`src/rtl/mips_mon_pkg.sv`:
```
// Shared types and helpers for the MIPS run monitor: opcode constants,
// monitor FSM state encoding and jump-target formation.
package mips_mon_pkg;

  localparam logic [5:0] OP_J = 6'b000010;

  typedef enum logic [1:0] {
    S_RUN,
    S_CHECK,
    S_DONE
  } mon_state_e;

  // Absolute target of a J-type instruction fetched at pc.
  function automatic logic [31:0] j_target(input logic [31:0] pc,
                                           input logic [31:0] instr);
    return {pc[31:28], instr[25:0], 2'b00};
  endfunction

endpackage

```
`src/rtl/mips_halt_detect.sv`:
```
// Recognises a core parked on a jump-to-self. Pulses halt_o in the cycle where
// the run of consecutive jump-to-self fetches first reaches HALT_STABLE.
module mips_halt_detect
  import mips_mon_pkg::*;
#(
  parameter int HALT_STABLE = 2
) (
  input  logic        clk,
  input  logic        reset,
  input  logic [31:0] pc_i,
  input  logic [31:0] instr_i,
  output logic        halt_o
);

  localparam int SW = $clog2(HALT_STABLE + 1);

  logic [SW-1:0] streak_q;
  logic [SW-1:0] streak_d;
  logic          match;

  // NOTE: every signal gets a default before any branch, so no path leaves it
  // unassigned and no latch is inferred.
  always_comb begin
    match    = (instr_i[31:26] == OP_J) && (j_target(pc_i, instr_i) == pc_i);
    streak_d = '0;
    if (match) begin
      streak_d = (streak_q == SW'(HALT_STABLE)) ? streak_q : streak_q + SW'(1);
    end
  end

  // Fires only on the transition into the full streak; saturation keeps it a pulse.
  assign halt_o = match && (streak_q == SW'(HALT_STABLE - 1));

  // NOTE: clocked state uses non-blocking assignment so all registers update
  // together from pre-edge values.
  always_ff @(posedge clk) begin
    if (!reset) begin
      streak_q <= '0;
    end else begin
      streak_q <= streak_d;
    end
  end

endmodule

```
`src/rtl/mips_run_monitor.sv`:
```
// Run monitor for the single-cycle MIPS core: shadows selected registers while
// the program runs, then checks them one slot per cycle after halt or timeout.
module mips_run_monitor
  import mips_mon_pkg::*;
#(
  parameter int XLEN        = 32,
  parameter int NCHK        = 4,
  parameter int TIMEOUT_CYC = 20,
  parameter int HALT_STABLE = 2,
  localparam int CW         = $clog2(TIMEOUT_CYC + 1)
) (
  input  logic                 clk,
  input  logic                 reset,
  input  logic [XLEN-1:0]      pc_i,
  input  logic [31:0]          instr_i,
  input  logic                 rf_we_i,
  input  logic [4:0]           rf_waddr_i,
  input  logic [XLEN-1:0]      rf_wdata_i,
  input  logic [NCHK*5-1:0]    chk_idx_i,
  input  logic [NCHK*XLEN-1:0] chk_val_i,
  output logic                 done_o,
  output logic                 pass_o,
  output logic                 timeout_o,
  output logic [NCHK-1:0]      fail_mask_o,
  output logic [CW-1:0]        cycle_cnt_o
);

  localparam int KW = (NCHK > 1) ? $clog2(NCHK) : 1;

  mon_state_e            state_q;
  logic [CW-1:0]         cnt_q;
  logic [KW-1:0]         chk_k_q;
  logic                  done_q;
  logic                  pass_q;
  logic                  timeout_q;
  logic [NCHK-1:0]       fail_mask_q;
  logic [XLEN-1:0]       shadow_q [NCHK];

  logic [4:0]            chk_idx [NCHK];
  logic [XLEN-1:0]       chk_val [NCHK];
  logic                  halt;
  logic                  slot_fail;
  logic [NCHK-1:0]       fail_mask_d;

  mips_halt_detect #(
    .HALT_STABLE (HALT_STABLE)
  ) u_halt_detect (
    .clk     (clk),
    .reset   (reset),
    .pc_i    (pc_i[31:0]),
    .instr_i (instr_i),
    .halt_o  (halt)
  );

  always_comb begin
    for (int k = 0; k < NCHK; k++) begin
      chk_idx[k] = chk_idx_i[5*k +: 5];
      chk_val[k] = chk_val_i[XLEN*k +: XLEN];
    end
  end

  // Mask as it will read once the slot under test has been recorded, so the
  // final pass verdict can include the last slot in the same edge.
  always_comb begin
    slot_fail   = (shadow_q[chk_k_q] != chk_val[chk_k_q]);
    fail_mask_d = fail_mask_q;
    for (int k = 0; k < NCHK; k++) begin
      if (KW'(k) == chk_k_q) begin
        fail_mask_d[k] = slot_fail;
      end
    end
  end

  always_ff @(posedge clk) begin
    if (!reset) begin
      state_q     <= S_RUN;
      cnt_q       <= '0;
      chk_k_q     <= '0;
      done_q      <= 1'b0;
      pass_q      <= 1'b0;
      timeout_q   <= 1'b0;
      fail_mask_q <= '0;
      // NOTE: the shadow array is reset on purpose: a slot never written by
      // the program must compare as zero, just like the register file.
      for (int k = 0; k < NCHK; k++) begin
        shadow_q[k] <= '0;
      end
    end else begin
      case (state_q)
        S_RUN: begin
          // Writes to $zero are dropped so an index-0 slot always reads 0.
          for (int k = 0; k < NCHK; k++) begin
            if (rf_we_i && (rf_waddr_i == chk_idx[k]) && (rf_waddr_i != 5'd0)) begin
              shadow_q[k] <= rf_wdata_i;
            end
          end
          if (cnt_q != CW'(TIMEOUT_CYC)) begin
            cnt_q <= cnt_q + CW'(1);
          end
          if (halt) begin
            state_q <= S_CHECK;
          end else if (cnt_q == CW'(TIMEOUT_CYC - 1)) begin
            state_q   <= S_CHECK;
            timeout_q <= 1'b1;
          end
        end

        S_CHECK: begin
          fail_mask_q <= fail_mask_d;
          if (chk_k_q == KW'(NCHK - 1)) begin
            state_q <= S_DONE;
            done_q  <= 1'b1;
            pass_q  <= !timeout_q && (fail_mask_d == '0);
          end else begin
            chk_k_q <= chk_k_q + KW'(1);
          end
        end

        default: begin
          state_q <= S_DONE;
        end
      endcase
    end
  end

  assign done_o      = done_q;
  assign pass_o      = pass_q;
  assign timeout_o   = timeout_q;
  assign fail_mask_o = fail_mask_q;
  assign cycle_cnt_o = cnt_q;

endmodule
```
`config.mk`:
```
export PLATFORM = sky130hd
export DESIGN_NAME = mips_run_monitor
export DESIGN_NICKNAME = d
export VERILOG_FILES = /design/src/rtl/mips_mon_pkg.sv /design/src/rtl/mips_halt_detect.sv /design/src/rtl/mips_run_monitor.sv
export SDC_FILE = /design/constraint.sdc
export NUM_CORES = 1
export LEC_CHECK = 0
export CAP_MARGIN = 0
export CORE_UTILIZATION = 47
export CTS_CLUSTER_SIZE = 28
export DETAILED_ROUTE_END_ITERATION = 6
export PLACE_DENSITY_LB_ADDON = 0.12
export SLEW_MARGIN = 30
export SYNTH_ARGS = -nofsm -noshare
export SYNTH_HDL_FRONTEND = slang
export SYNTH_SLANG_ARGS = --single-unit
```
`constraint.sdc`:
```
create_clock -name clk -period 6.8 [get_ports clk]
set_clock_uncertainty 0.2 [all_clocks]
set_input_delay 1.36 -clock clk [delete_from_list [all_inputs] [get_ports clk]]
set_output_delay 1.36 -clock clk [all_outputs]
set_load 0.05 [all_outputs]
```
---- Word level (Yosys, flattened, before mapping) ----
Memories as Yosys holds them, arrays and structs flattened. A register that Yosys moved wholly into a read port is not among the register bits.
Index checks and enable logic that the tools add are counted.
Widths: inputs -> output; s select.
storage, ports and cells
  register bits after elaboration ......... 18
  RAM bits ................................ 128
  memories ................................ 1
cells by class
  add/subtract/negate cells ............... 3
  order comparisons ....................... 1
  equality and inequality tests ........... 18
  mux-type cells .......................... 34
  bitwise operators ....................... 7
  reduce and logical (&&, ||, !) cells .... 22
memory list
  name      depth  bits a word  read ports  clocked after memory_dff  wr ports  line                    text
  shadow_q  4      32           1           1                         4         mips_run_monitor.sv:37  logic [XLEN-1:0] shadow_q [NCHK];
operators with widths
  cell                 count
  $mux 32              6
  $bmux 32 s2          1
  $ne 32x32->1         1
  $eq 28x28->1         1
  $mux 1               21
  $eq 5x5->1           4
  $logic_and 1x1->1    11
  $mux 2               5
  $reduce_and 2->1     5
  $eq 6x2->1 const B   1
  $add 5x1->5 const B  1
  $eq 5x5->1 const B   1
  $ne 5x5->1 const B   1
  $reduce_bool 5->1    1
  $add 2x1->2 const B  2
  $eq 2x1->1 const B   2
  $eq 2x2->1 const A   2
  $eq 2x2->1 const B   2
  $logic_not 2->1      2
  $logic_not 4->1      1
  $or 1x1->1           4
  $pmux 2 s2           1
  $ge 3x3->1 const B   1
  $ne 3x3->1 const B   1
  6 further kinds      7

---- Logic depth before layout (Yosys ltp) ----
  word-level depth ........................ 8
  gate-level depth with buffers ........... 8
  mapped depth without buffers ............ 6

---- Modules after synthesis ----
A second synthesis with hierarchy kept.
unflattened totals
  cell total of the unflattened synthesis .. 568
  area, all modules ....................... 8127.8 µm²
by module, submodules not included
  module            times used  cells each  area an instance (µm²)
  mips_run_monitor  1           516         7694.9
  mips_halt_detect  1           52          432.9

---- Worst setup path before layout ----
Ideal clock, no wire load.
  path type ............................... input -> register
  start ................................... input rf_waddr_i[2]
  end ..................................... memory shadow_q[2][0], enable pin
  arrival ................................. 5.303 ns
  required time ........................... 6.089 ns
  path slack .............................. 0.787 ns
  stages on the path ...................... 4
  cell sequence ........................... clkbuf_1 or4_1 o211ai_2 o41ai_1
RTL lines
  what                line                    text
  start: declaration  mips_run_monitor.sv:17  input logic [4:0] rf_waddr_i,
  end: declaration    mips_run_monitor.sv:37

==> reports/qor.yml <==
global_route:
  antenna_found_initial: 1
  grt_pass1_wl_um: 33800
  gr-total-overflow: 0
  first_global_vias: 6228
  grt_max_degree: 74
  track_usage_pct: 25.8
worst_setup_path:
  worstSetupStartpoint: "rf_waddr_i[1]"
  arrival_time_of_data_at_the_critical_path_endpoint_ns: 4.38
  setup.reg_to_reg.worst_slack_ns: 3.36
  timing_worst_setup_path_type: "in -> reg"
  critPathMaxFanout: 33
  r2r-end: "shadow_q[3][8]"
  endpoint: "shadow_q[3][8]"
  r2r-start: "state_q[1]"
  worstPathRequired_ns: 6.75
  ff2ff_path_depth: 6
  critPathLaunchType: "primary input"
  setup.worst_path.end_class: "flip-flop"
placed_design:
  placement.setup.worst_slack_ns: 1.97
  port_buffers: 259
  globalplace.congestion: 0.743
  hpwl_um: 15500
  placed_cells_incl_taps: 1022
finish:
  area_delta_synth_final_pct: 41.7
  area_of_the_multi_input_gates_um2: 3640
  fillCellCount: 1179
  fin_nets: 1081
  final-instance-count-excl-fill: 1054
  combined_flip_flop_and_latch_cell_area_um2: 4250
  diodes: 0
  drive_above_1_share_pct: 14.3
floorplan:
  placementRows: 47
  horiz_die_dim_um: 133
  die_area_um2: 17800
  core-area_um2: 16700
  io-pin-count: 264
  die_h_um: 133
  initial_utilization_pct: 48.6
timing:
  period_needed_ns: 4.43
  report.final.slew_viol_count: 0
  worst_pin_slew_ns: 0.941
  finalCritPeriodShare_pct: 65.1
  relSlewSlack_pct: 37.3
  setup_viol_count_final: 0
  grt_setup_unrepaired: "no"
  layout_setup_ws_ns: 2.37
  final-hold-violation-count: 0
  setup_total_negative_slack_ns: 0
  fmaxAchievable_mhz: 226
cts:
  clk_pin_slew_ns: 0.06
  tritoncts_num_sinks: 148
  ctsResizeCount: 0
  cts_hold_buf: 0
  clockRootBuffer: "clkbuf_16"
  max-clock-path-buffers: 2
  cts_post_setup_buffers_inserted: 0
  tritoncts: "yes"
  clock_latency_of_the_later_clocked_register_in_the_worst_skew_pair_ns: 0.43
  cts_made_buffers: 17
  htree_num_levels: 4
logic_synthesis:
  synthesis.nets: 833
  yosys.area.top_type: "edfxtp_1"
  postSynthRegisterBits: 148
  yosysTopAreaCellShare_pct: 47.4
  post_synth.cell_area_avg_um2: 14.2
  synth_area_um2: 8110
  seq_area_frac_synth_pct: 52.3
  netlist_instances: 573
  synthesis.yosys.warnings: 0
  ys_types: 40
  yosys-top-cells-area: "edfxtp_1 47%, mux4_2 18%, xor2_1 6.5%, and2_1 5.0%, and3_1 4.9%"
power:
  post_layout_total_power_mw: 2.44
  leakage_nw: 4.32
  p_per_area_nw_per_um2: 213
  vdd_drop_max_v: 0.000233
outcome:
  outcome: "finished, final reports clean"
routing:
  drt-vias-per-instance: 5.56
  wl_per_cell_um: 21.1
  starting_drc_count_in_detailed_routing: 518
  drt_pass1_iterations: 5
  routed_wirelength_um: 22200
  route.detailed.drc: 0
  detailroute.via_count: 5860
  antenna_left: 0
run:
  maxCapViolCount: 0
worst_hold_path:
  worstHoldPathType: "reg -> reg"
[registers in the layout, indices dropped and copies added, names as in the netlist, named ones only]
register	flops
u_halt_detect.streak_q	2
state_q	2
done_o	1
timeout_o	1
fail_mask_o	4
pass_o	1
shadow_q	128
cycle_cnt_o	5
chk_k_q	2
[where the power goes]
part,switching (mW),total (mW),leakage [nW],internal [mW]
Combinational,0.195,0.460,2.52,0.265
Sequential,0.0221,1.05,1.49,1.02
Clock,0.364,0.939,0.307,0.575
[cell usage in the layout (no fill, tap or decap), drive strengths merged, types with 4 or more instances in the layout]
master,instances
a21oi,8
ha,8
and2,65
clkinv,7
dfxtp,20
inv,13
mux4,64
nor4,16
buf,13
xor2,60
nand4,7
nand3,5
clkbuf,23
edfxtp,128
a311oi,4
xnor2,24
clkdlybuf4s50,258
nor2,21
and3,64
nand2,4
[routing by layer]
layer  GRT usage (%)  vias to the layer above  share of wire [%]
met5               0                        -              0.050
met4            9.22                        2                2.3
met3            5.18                       33                6.3
met2            45.9                      239                 53
met1            31.1                     2907                 39
li1                -                     2679                  -
[critical path, cell delays in order]
cell,delay (ns)
clkdlybuf4s50_1,0.53
or4_1,0.57
o211ai_2,0.39
nor4_2,0.10
buf_4,0.28
nand2b_1,0.64
buf_4,0.47
[Yosys cell counts (all sizes together)]
| cell | number |
|---|---|
| a2111oi | 1 |
| a21oi | 8 |
| a311oi | 4 |
| a31o | 1 |
| and2 | 65 |
| and3 | 64 |
| and3b | 1 |
| buf | 13 |
| clkbuf | 29 |
| clkinv | 1 |
| dfxtp | 20 |
| edfxtp | 128 |
| ha | 8 |
| inv | 10 |
| mux2i | 2 |
| mux4 | 64 |
| nand2 | 4 |
| nand2b | 3 |
| nand3 | 5 |
| nand4 | 7 |
| nor2 | 21 |
| nor2b | 3 |
| nor4 | 16 |
| nor4b | 3 |
| o211ai | 1 |
| o21ai | 1 |
| o22ai | 1 |
| o31a | 1 |
| o41ai | 2 |
| or4 | 1 |
| or4b | 1 |
| xnor2 | 24 |
| xor2 | 60 |
[worst min path at each step]
stage	startpoint	to	slack, ns	cells past startpoint
finish	done_o	done_o	0.31	2
detailed placement	done_o	done_o	0.30	2
global placement	done_o	done_o	0.26	2
global route	done_o	done_o	0.33	2
floorplan	u_halt_detect.streak_q[1]	u_halt_detect.streak_q[1]	0.28	2
CTS	done_o	done_o	0.32	2
[cells by family after synthesis]
group	synth area share, %
and+or+nand+nor	14.3
xor gates and xnor gates	9.07
adders and majority gates	1.23
AOI/OAI and AO/OA	1.76
muxes	18.0
buffers and inverters	3.28
DFF	52.3
[layout make-up]
type	count	share of cell area, %
sequential	148	37.0
clock buffer	23	4.82
inverter	11	0.359
clock inverter	9	0.501
timing repair buffer	271	23.3
multi-input combinational	372	31.7
tap	220	2.39
[per-stage QoR]
stage / hold WS (ns) / utilization [%] / cell area, um^2
6_report: 0.308 / 68.8 / 11500
5_1_grt: 0.330 / 68.8 / 11500
4_1_cts: 0.317 / 68.8 / 11500
3_3_place_gp: 0.258 / 65.2 / 10900
3_5_place_dp: 0.304 / 65.2 / 10900
2_1_floorplan: 0.281 / - / 8110
Power figures use the tool's default switching activity.
==> patch (same settings) <==
The 3 states of `mon_state_e` get a one-hot encoding in 3 bits.
--- a/src/rtl/mips_mon_pkg.sv
+++ b/src/rtl/mips_mon_pkg.sv
@@ -5,8 +5,8 @@
   localparam logic [5:0] OP_J = 6'b000010;
 
-  typedef enum logic [1:0] {
-    S_RUN,
-    S_CHECK,
-    S_DONE
+  typedef enum logic [2:0] {
+    S_RUN   = 3'b001,
+    S_CHECK = 3'b010,
+    S_DONE  = 3'b100
   } mon_state_e;
 
Behaviour: no difference found for any inputs over 4 cycles, from zero or initial values and one cycle with reset low; so few cycles prove little.
==> patch against the unedited design <==
Final area rose by 0.40%. Routed wire length fell by 0.94%. Highest routed layer is now met4. Core utilization barely moved. Worst setup slack improved by 100 ps. Area after synthesis rose by 0.20%. Critical endpoint is now shadow_q[2][26]$_SDFFCE_PN0P_. Sequential cell count rose by 1. Total power rose by 4.6%.
==> patch: results (changes against the unedited design) <==
stage	metric	value	unit	change
detailed_routing	route.layer.met1.wl	8.22	mm	-4.5%
pwr	peakVddDrop	0.000185	V	-20%
global_route	grt_pass1_wl	33.8	mm	about the same
yosys	yosysWarnings	0		unchanged
yosys	synthTopCellsByArea	edfxtp_1, mux4_2, xor2_1		
cells_and_area	layout-drive-gt1-share	14.3	%	-0.017 points
detailed_routing	wl_met3	1.63	mm	+16%
detailed_routing	top_layer	met4		
global_route	grtUsageMet3	6.05	%	+0.88 points
global_route	grt.total_usage	25.6	%	-0.20 points
clock_tree	cts_resized	0		unchanged
global_route	antenna_found_initial	0		-1
status	outcome	finished, final reports clean		
placed_design	dp_hpwl	15.5	mm	-0.21%
critical_path	cp_slowest_cell	or4_1		
global_route	grtUsageMet2	48.3	%	+2.4 points
cells_and_area	diodes	0		unchanged
cells_and_area	nFillCells	1190		+0.93%
critical_path	worst-path-max-fanout	33		unchanged
cells_and_area	largest_register	shadow_q		
clock_tree	clk_pin_slew	60	ps	about the same
yosys	synth-seq-area-share	52.5	%	+0.14 points
yosys	ys.flop_type	edfxtp_1		
global_route	grt_max_degree	42		-43%
clock_tree	clk_latency	410	ps	-20 ps
global_route	grt_use_met1	28.4	%	-2.7 points
clock_tree	cts_buffers	17		unchanged
detailed_routing	dr_wl_met2	11.8	mm	+0.88%
critical_path	cp_top_family	buffers and inverters		
detailed_routing	via_count	5779		-1.4%
critical_path	slowest_delay	570	ps	-70 ps
placed_design	gp_congestion	0.800		+7.6%
placed_design	port_buffers	259		unchanged
clock_tree	htree_levels	4		unchanged
critical_path	arrival	4260	ps	-120 ps
pwr	power.leakage	0.00423	uW	-2.0%
detailed_routing	vias_per_cell	5.48		-1.5%
cells_and_area	layout.nets	1082		+0.093%
yosys	syn_area_per_cell	14.3	um2	+0.90%
placed_design	place_inst	1023		+0.098%
yosys	ys_top_cells_by_count	edfxtp_1, and2_1, xor2_1		
detailed_routing	drt_iter0_markers	455		-12%
detailed_routing	wl_per_cell	20.9	um	-1.0%
global_route	first_global_vias	6240		+0.19%
yosys	synth.distinct_cells	43		+7.5%
clock_tree	post_cts_buffers	0		unchanged
yosys	syn-num-nets	829		-0.48%
yosys	synthArstFlopShare	0	%	unchanged
sta	slew_headroom	37.9	%	+0.62 points
placed_design	dp_slack	2010	ps	+44.1 ps
==> patch: changes by cell type after synthesis, sizes merged, moves of 2 or more <==
cell,unedited run,this run
and2,65,97
and3,64,32
xnor2,24,14
xor2,60,70
clkbuf,29,22
a21oi,8,5
nor3b,0,3
buf,13,15
nand2b,3,1
nand4,7,5
==> patch: metrics by stage <==
stage	cell area [um2]	power [uW]	hold slack (ps)
floorplan	8130	1380	281
global placement	10900	1600	255
detailed placement	10900	1610	273
CTS	11500	2570	289
global route	11500	2660	330
finish	11500	2560	291
==> patch: where the power goes <==
part           total [uW]  switching, uW  leakage [uW]  internal (uW)
combinational         521            230       0.00244            292
sequential           1070           28.5       0.00149           1040
clock                 970            360      0.000292            609
total                2560            619       0.00423           1940
==> patch: final timing paths <==
check	cells after the start	slack, ps	end	startpoint
setup reg to reg	7	3380	fail_mask_o[1]$_SDFFE_PN0P_	chk_k_q[0]$_SDFFE_PN0P_
hold / removal	2	290	done_o$_SDFFE_PN0P_	done_o$_SDFFE_PN0P_
hold reg to reg	2	290	done_o$_SDFFE_PN0P_	done_o$_SDFFE_PN0P_
setup / recovery	7	2470	shadow_q[2][26]$_SDFFCE_PN0P_	rf_waddr_i[2]
==> patch: layout make-up <==
cell class,count,share of cell area (%)
Sequential cell,149,37.0
Clock inverter,15,1.61
Timing Repair Buffer,271,23.2
Multi-Input combinational cell,372,31.8
Clock buffer,17,3.68
Tap cell,220,2.38
Inverter,11,0.358
==> patch: cells by family after synthesis <==
logic type | synth area share, %
fa+ha+maj | 1.23
simple gates | 14.5
compound gates | 1.72
buf+inv | 3.03
mux | 18.0
xor+xnor | 9.05
flops | 52.5
